--- src/rtl/clk_div_pkg.sv ---
// ============================================================================
// Module      : clk_div_pkg
// Description : Shared types and default constants for the multi-channel
//               clock-enable generator (clk_div_multi / clk_div_chan).
// Revision    : 1.0 - initial release
// ============================================================================
`default_nettype none

package clk_div_pkg;

  // Channel output behaviour at terminal count
  typedef enum logic {
    MODE_PULSE  = 1'b0,
    MODE_TOGGLE = 1'b1
  } mode_e;

  // Default counter width and reset divisor (62.5M -> 1 Hz-ish tick at 62.5 MHz)
  localparam int              CNT_W_DEF   = 28;
  localparam logic [27:0]     DEF_DIV_DEF = 28'h3B9ACA0;

endpackage : clk_div_pkg

`default_nettype wire

--- src/rtl/clk_div_chan.sv ---
// ============================================================================
// Module      : clk_div_chan
// Description : One clock-enable channel. Holds its own counter, divisor and
//               mode. Emits a registered one-cycle tick at terminal count and,
//               in toggle mode, inverts a square-wave level at the same point.
//               Priority: rst > load > sync > count.
// Revision    : 1.0 - initial release
// ============================================================================
`default_nettype none

module clk_div_chan
  import clk_div_pkg::*;
#(
  parameter int               CNT_W    = CNT_W_DEF,
  parameter logic [CNT_W-1:0] DEF_DIV  = CNT_W'(DEF_DIV_DEF),
  parameter bit               DEF_MODE = 1'b0
) (
  input  logic             clk,
  input  logic             rst,
  input  logic             run,
  input  logic             load,
  input  logic [CNT_W-1:0] load_div,
  input  logic             load_mode,
  input  logic             sync,
  output logic             tick,
  output logic             level
);

  logic [CNT_W-1:0] cnt_q, cnt_d;
  logic [CNT_W-1:0] div_q, div_d;
  mode_e            mode_q, mode_d;
  logic             tick_q, tick_d;
  logic             level_q, level_d;

  // Next-state: a load restarts the channel, sync re-phases it, else count
  always_comb begin
    cnt_d   = cnt_q;
    div_d   = div_q;
    mode_d  = mode_q;
    tick_d  = 1'b0;
    level_d = level_q;
    if (load) begin
      div_d   = load_div;
      mode_d  = mode_e'(load_mode);
      cnt_d   = '0;
      level_d = 1'b0;
    end else if (sync) begin
      cnt_d   = '0;
      level_d = 1'b0;
    end else if (run) begin
      // Equality compare: cnt is always restarted on load, so it never passes div
      if (cnt_q == div_q) begin
        cnt_d  = '0;
        tick_d = 1'b1;
        if (mode_q == MODE_TOGGLE) begin
          level_d = ~level_q;
        end
      end else begin
        cnt_d = cnt_q + CNT_W'(1);
      end
    end
  end

  // State register with synchronous active-low reset
  always_ff @(posedge clk) begin
    if (!rst) begin
      cnt_q   <= '0;
      div_q   <= DEF_DIV;
      mode_q  <= mode_e'(DEF_MODE);
      tick_q  <= 1'b0;
      level_q <= 1'b0;
    end else begin
      cnt_q   <= cnt_d;
      div_q   <= div_d;
      mode_q  <= mode_d;
      tick_q  <= tick_d;
      level_q <= level_d;
    end
  end

  assign tick  = tick_q;
  assign level = level_q;

endmodule : clk_div_chan

`default_nettype wire

--- src/rtl/clk_div_multi.sv ---
// ============================================================================
// Module      : clk_div_multi
// Description : Multi-channel programmable clock-enable generator. Decodes
//               configuration writes into per-channel loads, reports accept /
//               reject with one-cycle cfg_ack / cfg_err pulses, and
//               instantiates NUM_CH clk_div_chan channels.
//               Optional macro CLK_DIV_MULTI_SYNC_EN adds a 'sync' input that
//               phase-aligns all channels.
// Revision    : 1.0 - initial release
// ============================================================================
`default_nettype none

module clk_div_multi
  import clk_div_pkg::*;
#(
  parameter int               NUM_CH   = 4,
  parameter int               CNT_W    = CNT_W_DEF,
  parameter logic [CNT_W-1:0] DEF_DIV  = CNT_W'(DEF_DIV_DEF),
  parameter bit               DEF_MODE = 1'b0,
  localparam int              CH_W     = (NUM_CH > 1) ? $clog2(NUM_CH) : 1
) (
  input  logic              clk,
  input  logic              rst,
  input  logic [NUM_CH-1:0] run,
`ifdef CLK_DIV_MULTI_SYNC_EN
  input  logic              sync,
`endif
  input  logic              cfg_we,
  input  logic [CH_W-1:0]   cfg_ch,
  input  logic [CNT_W-1:0]  cfg_div,
  input  logic              cfg_mode,
  output logic              cfg_ack,
  output logic              cfg_err,
  output logic [NUM_CH-1:0] tick,
  output logic [NUM_CH-1:0] level
);

  logic              ch_valid;
  logic              sync_all;
  logic              ack_q, ack_d;
  logic              err_q, err_d;
  logic [NUM_CH-1:0] load;

  // Channel index in range? Extra bit keeps the compare correct at NUM_CH = 2^CH_W
  assign ch_valid = ({1'b0, cfg_ch} < (CH_W + 1)'(NUM_CH));

`ifdef CLK_DIV_MULTI_SYNC_EN
  assign sync_all = sync;
`else
  assign sync_all = 1'b0;
`endif

  // Write response: accepted writes ack, out-of-range writes err
  always_comb begin
    ack_d = cfg_we & ch_valid;
    err_d = cfg_we & ~ch_valid;
  end

  // Response pulse registers; reset drops any pending response
  always_ff @(posedge clk) begin
    if (!rst) begin
      ack_q <= 1'b0;
      err_q <= 1'b0;
    end else begin
      ack_q <= ack_d;
      err_q <= err_d;
    end
  end

  assign cfg_ack = ack_q;
  assign cfg_err = err_q;

  genvar i;
  generate
    for (i = 0; i < NUM_CH; i++) begin : g_chan
      assign load[i] = cfg_we && ch_valid && (cfg_ch == CH_W'(i));

      clk_div_chan #(
        .CNT_W    (CNT_W),
        .DEF_DIV  (DEF_DIV),
        .DEF_MODE (DEF_MODE)
      ) u_chan (
        .clk       (clk),
        .rst       (rst),
        .run       (run[i]),
        .load      (load[i]),
        .load_div  (cfg_div),
        .load_mode (cfg_mode),
        .sync      (sync_all),
        .tick      (tick[i]),
        .level     (level[i])
      );
    end
  endgenerate

endmodule : clk_div_multi

`default_nettype wire
--- config.mk ---
export PLATFORM = sky130hd
export DESIGN_NAME = clk_div_multi
export DESIGN_NICKNAME = d
export VERILOG_FILES = /design/src/rtl/clk_div_pkg.sv /design/src/rtl/clk_div_chan.sv /design/src/rtl/clk_div_multi.sv
export SDC_FILE = /design/constraint.sdc
export NUM_CORES = 1
export LEC_CHECK = 0
export BUFFER_PORTS_ARGS = -buffer_cell sky130_fd_sc_hd__buf_2
export CELL_PAD_IN_SITES_DETAIL_PLACEMENT = 0
export CELL_PAD_IN_SITES_GLOBAL_PLACEMENT = 1
export CORE_AREA = 2 2 179 181
export CTS_CLUSTER_DIAMETER = 100
export DETAILED_ROUTE_END_ITERATION = 12
export DIE_AREA = 0 0 181 183
export PLACE_DENSITY = 0.63
export SYNTH_ARGS = -nofsm -noshare
export SYNTH_HDL_FRONTEND = slang
export SYNTH_SLANG_ARGS = --single-unit
--- constraint.sdc ---
create_clock -name clk -period 2.1 [get_ports clk]
set_input_delay 0.21 -clock clk [delete_from_list [all_inputs] [get_ports clk]]
set_output_delay 0.21 -clock clk [all_outputs]
set_load 0.05 [all_outputs]
==> impl_metrics.py <==
metrics = {
    "run_status": {
        "status": "complete, no violations",
    },
    "logic_synthesis": {
        "yosys.cell_count.top_type": "nand2_1",
        "ys_seq_area_frac": 0.439,
        "syn_inst": 1293,
        "netlist.top_cell.by_area": "dfxtp_1",
        "ys.flop_type": "dfxtp_1",
        "syn_avg_cell_area_um2": 8.35,
        "yosysUniqueCellTypes": 38,
        "yosys_warnings": 0,
        "synth_nets": 1335,
        "ys_ff_latch": 237,
        "yosys-top-cells-count": "nand2_1, dfxtp_1, nor2_1",
        "synthesis.area_um2": 10800,
        "synth_edf_count": 0,
        "synth.area.top_cells": "dfxtp_1, nand2_1, xnor2_1",
        "synthArstFlopShare": 0,
        "synth_top_area_frac": 0.439,
    },
    "worst_hold_path": {
        "hp-start": "cfg_div[24]",
        "whs_path_depth": 3,
        "min_path_type": "input port to register",
    },
    "routing": {
        "wl_per_cell_um": 16.7,
        "vias_per_cell": 4.80,
        "drtIter0Drc": 528,
        "drc_errors": 0,
        "vias": 8587,
        "antenna_left": 0,
        "dr.pass1.iters": 5,
        "finalWirelength_um": 29900,
    },
    "clocking": {
        "numCtsBuffers": 28,
        "ctsHtreeMaxLevel": 1,
        "clk_latency_ns": 0.55,
        "cts_setup_buffers": 0,
        "clk_pin_slew_ns": 0.06,
        "cts.sinks": 237,
        "cts_buffer_depth": 3,
        "cts_tree": "done",
        "clock-root-buffer": "clkbuf_16",
    },
    "timing": {
        "finalSetupViolCount": 0,
        "fin_hold_ws_ns": 0.0228,
        "setup_tns_ns": 0,
        "skew_ns": 0.0235,
        "fmax_mhz": 504,
        "slew_violations": 0,
        "max_slew_margin": 0.634,
        "fin_crit_ns": 1.98,
        "fin_crit_sh": 0.944,
        "rsz0062_at_grt": "no",
        "hold_viol": 0,
        "tightestPinTransition_ns": 0.543,
    },
    "worst_setup_path": {
        "cp-startpoint": "g_chan[2].u_chan.cnt_q[10]",
        "crit_slowest_cell": "or4_1",
        "worst-setup-path-type": "register to register",
        "critPathLaunchType": "register",
        "crit_chain": "nand4_1 -> or4_1 -> buf_4 -> nor4b_1 -> xnor2_1 -> nor2_1",
        "path_delay_family": "simple AND/OR/NAND/NOR gates",
        "reg2reg_depth": 6,
        "end_kind": "register",
        "cp_num_buf_inv": 1,
        "r2r-start": "g_chan[2].u_chan.cnt_q[10]",
        "cp.required_ns": 2.55,
        "cp_max_fo": 14,
        "slowest_delay_ns": 0.54,
        "path_depth": 6,
        "worstPathArrival_ns": 2.43,
    },
    "finish": {
        "drive_above_1_share": 0.115,
        "finalNonFillerCells": 1789,
        "nets": 1407,
        "seqCellArea_um2": 4740,
        "multiInputGateArea_um2": 5660,
        "antenna_cells": 0,
        "area_growth_pct": 17.9,
        "fillers": 3269,
    },
    "flow_run": {
        "maxCapViolations": 0,
    },
    "floorplanning": {
        "dieArea_um2": 33100,
        "dieWidth_um": 181,
        "initial_core_util": 0.346,
        "die_h_um": 183,
        "rows": 65,
        "core-area_um2": 31200,
        "io_pins": 48,
    },
    "pwr": {
        "power_leakage_uw": 0.00481,
        "irDropWorstVdd_mv": 0.591,
        "seqPwrFrac": 0.476,
        "p_clk_frac": 0.462,
        "p_int_uw": 7480,
        "p_switching_uw": 2400,
        "sw_frac_of_total": 0.243,
        "power_density_nw_per_um2": 777,
        "comb_power_share": 0.063,
    },
    "global_route": {
        "antenna_found_initial": 0,
        "grt_usage": 0.181,
        "grt_pass1_vias": 8176,
        "grt_pass1_wl_um": 47200,
        "grt_max_degree": 46,
        "grt_overflow": 0,
    },
    "place": {
        "dpl.hpwl_um": 20900,
        "numPortBuffers": 46,
        "place.gp.congestion": 0.772,
        "place_inst": 1713,
    },
}
-- cell type report --
cell class | count | share of cell area
Multi-Input combinational cell | 962 | 0.445
Sequential cell | 237 | 0.373
Timing Repair Buffer | 117 | 0.0688
Clock buffer | 40 | 0.0625
Tap cell | 402 | 0.0395
Clock inverter | 12 | 0.00580
Inverter | 19 | 0.00561
-- final timing paths --
| path | to | slack [ns] |
|---|---|---|
| worst min register to register | g_chan[0].u_chan.mode_q | 0.47 |
| worst min-delay path | g_chan[2].u_chan.div_q[24] | 0.02 |
| worst max-delay path | g_chan[2].u_chan.cnt_q[23] | 0.12 |
| worst max register to register | g_chan[2].u_chan.cnt_q[23] | 0.12 |
-- sequential cells by signal, indices dropped and copies added (netlist names) --
register,cells
g_chan.u_chan.level,4
g_chan.u_chan.div_q,112
g_chan.u_chan.tick,4
g_chan.u_chan.cnt_q,112
cfg_ack,1
g_chan.u_chan.mode_q,4
-- what timing repair did --
| item | 4_1_cts | 5_1_grt |
|---|---|---|
| hold endpoints to repair | 64 | 0 |
| gates resized for setup | 0 | 3 |
| setup endpoints to repair | 0 | 9 |
| hold buffers | 24 | 0 |
-- routing by layer --
layer / track usage / vias to the layer above / share of wire / routed length (um)
li1: - / 4396 / - / -
met1: 0.264 / 4035 / 0.51 / 15100
met2: 0.287 / 119 / 0.45 / 13300
met3: 0.0201 / 37 / 0.030 / 902
met4: 0.0426 / 0 / 0.018 / 536
met5: 0 / - / 0 / 0
-- layout by cell type (no fill, tap or decap), types with 24 or more instances in the layout --
cell / count
nor3_1: 33
nor2_1: 130
dlygate4sd3_1: 24
nand2_1: 283
nand3_1: 86
a21boi_0: 64
dfxtp_1: 237
xnor2_1: 117
clkbuf_16: 28
buf_4: 44
buf_2: 45
nand4_1: 36
nor4_1: 32
xor2_1: 102
-- stage by stage --
step | utilization | total power [uW] | setup WS, ns | area, um2
6_report | 0.407 | 9880 | 0.117 | 12700
3_5_place_dp | 0.372 | 5390 | 0.0772 | 11600
3_3_place_gp | 0.372 | 5390 | 0.104 | 11600
4_1_cts | 0.407 | 10100 | 0.0631 | 12700
5_1_grt | 0.407 | 10300 | 0.00000977 | 12700
2_1_floorplan | - | 5120 | 0.202 | 10800
-- cell families (layout without fill, tap and decap cells) --
logic type / count (synthesis) / count (layout) / share of synthesized area
muxes: 5 / 5 / 0.00464
and+or+nand+nor: 658 / 658 / 0.283
xor gates and xnor gates: 219 / 219 / 0.178
other: 1 / 1 / 0.000347
adders and majority gates: 4 / 4 / 0.00464
AOI/OAI and AO/OA: 75 / 75 / 0.0520
buffers and inverters: 94 / 188 / 0.0386
DFF: 237 / 237 / 0.439
-- power by group through the flow --
stage          sequential [uW]  combinational [uW]  clock [uW]
2_1_floorplan             4770                 347           0
3_3_place_gp              4800                 588           0
3_5_place_dp              4800                 591           0
4_1_cts                   4700                 628        4720
5_1_grt                   4710                 685        4900
6_report                  4700                 621        4560
-- worst min-delay path: stages --
cell and delay (ns):
buf_2 0.17, nand2_1 0.08, nand3_1 0.06
No activity file was read; power rests on OpenSTA's default activity.
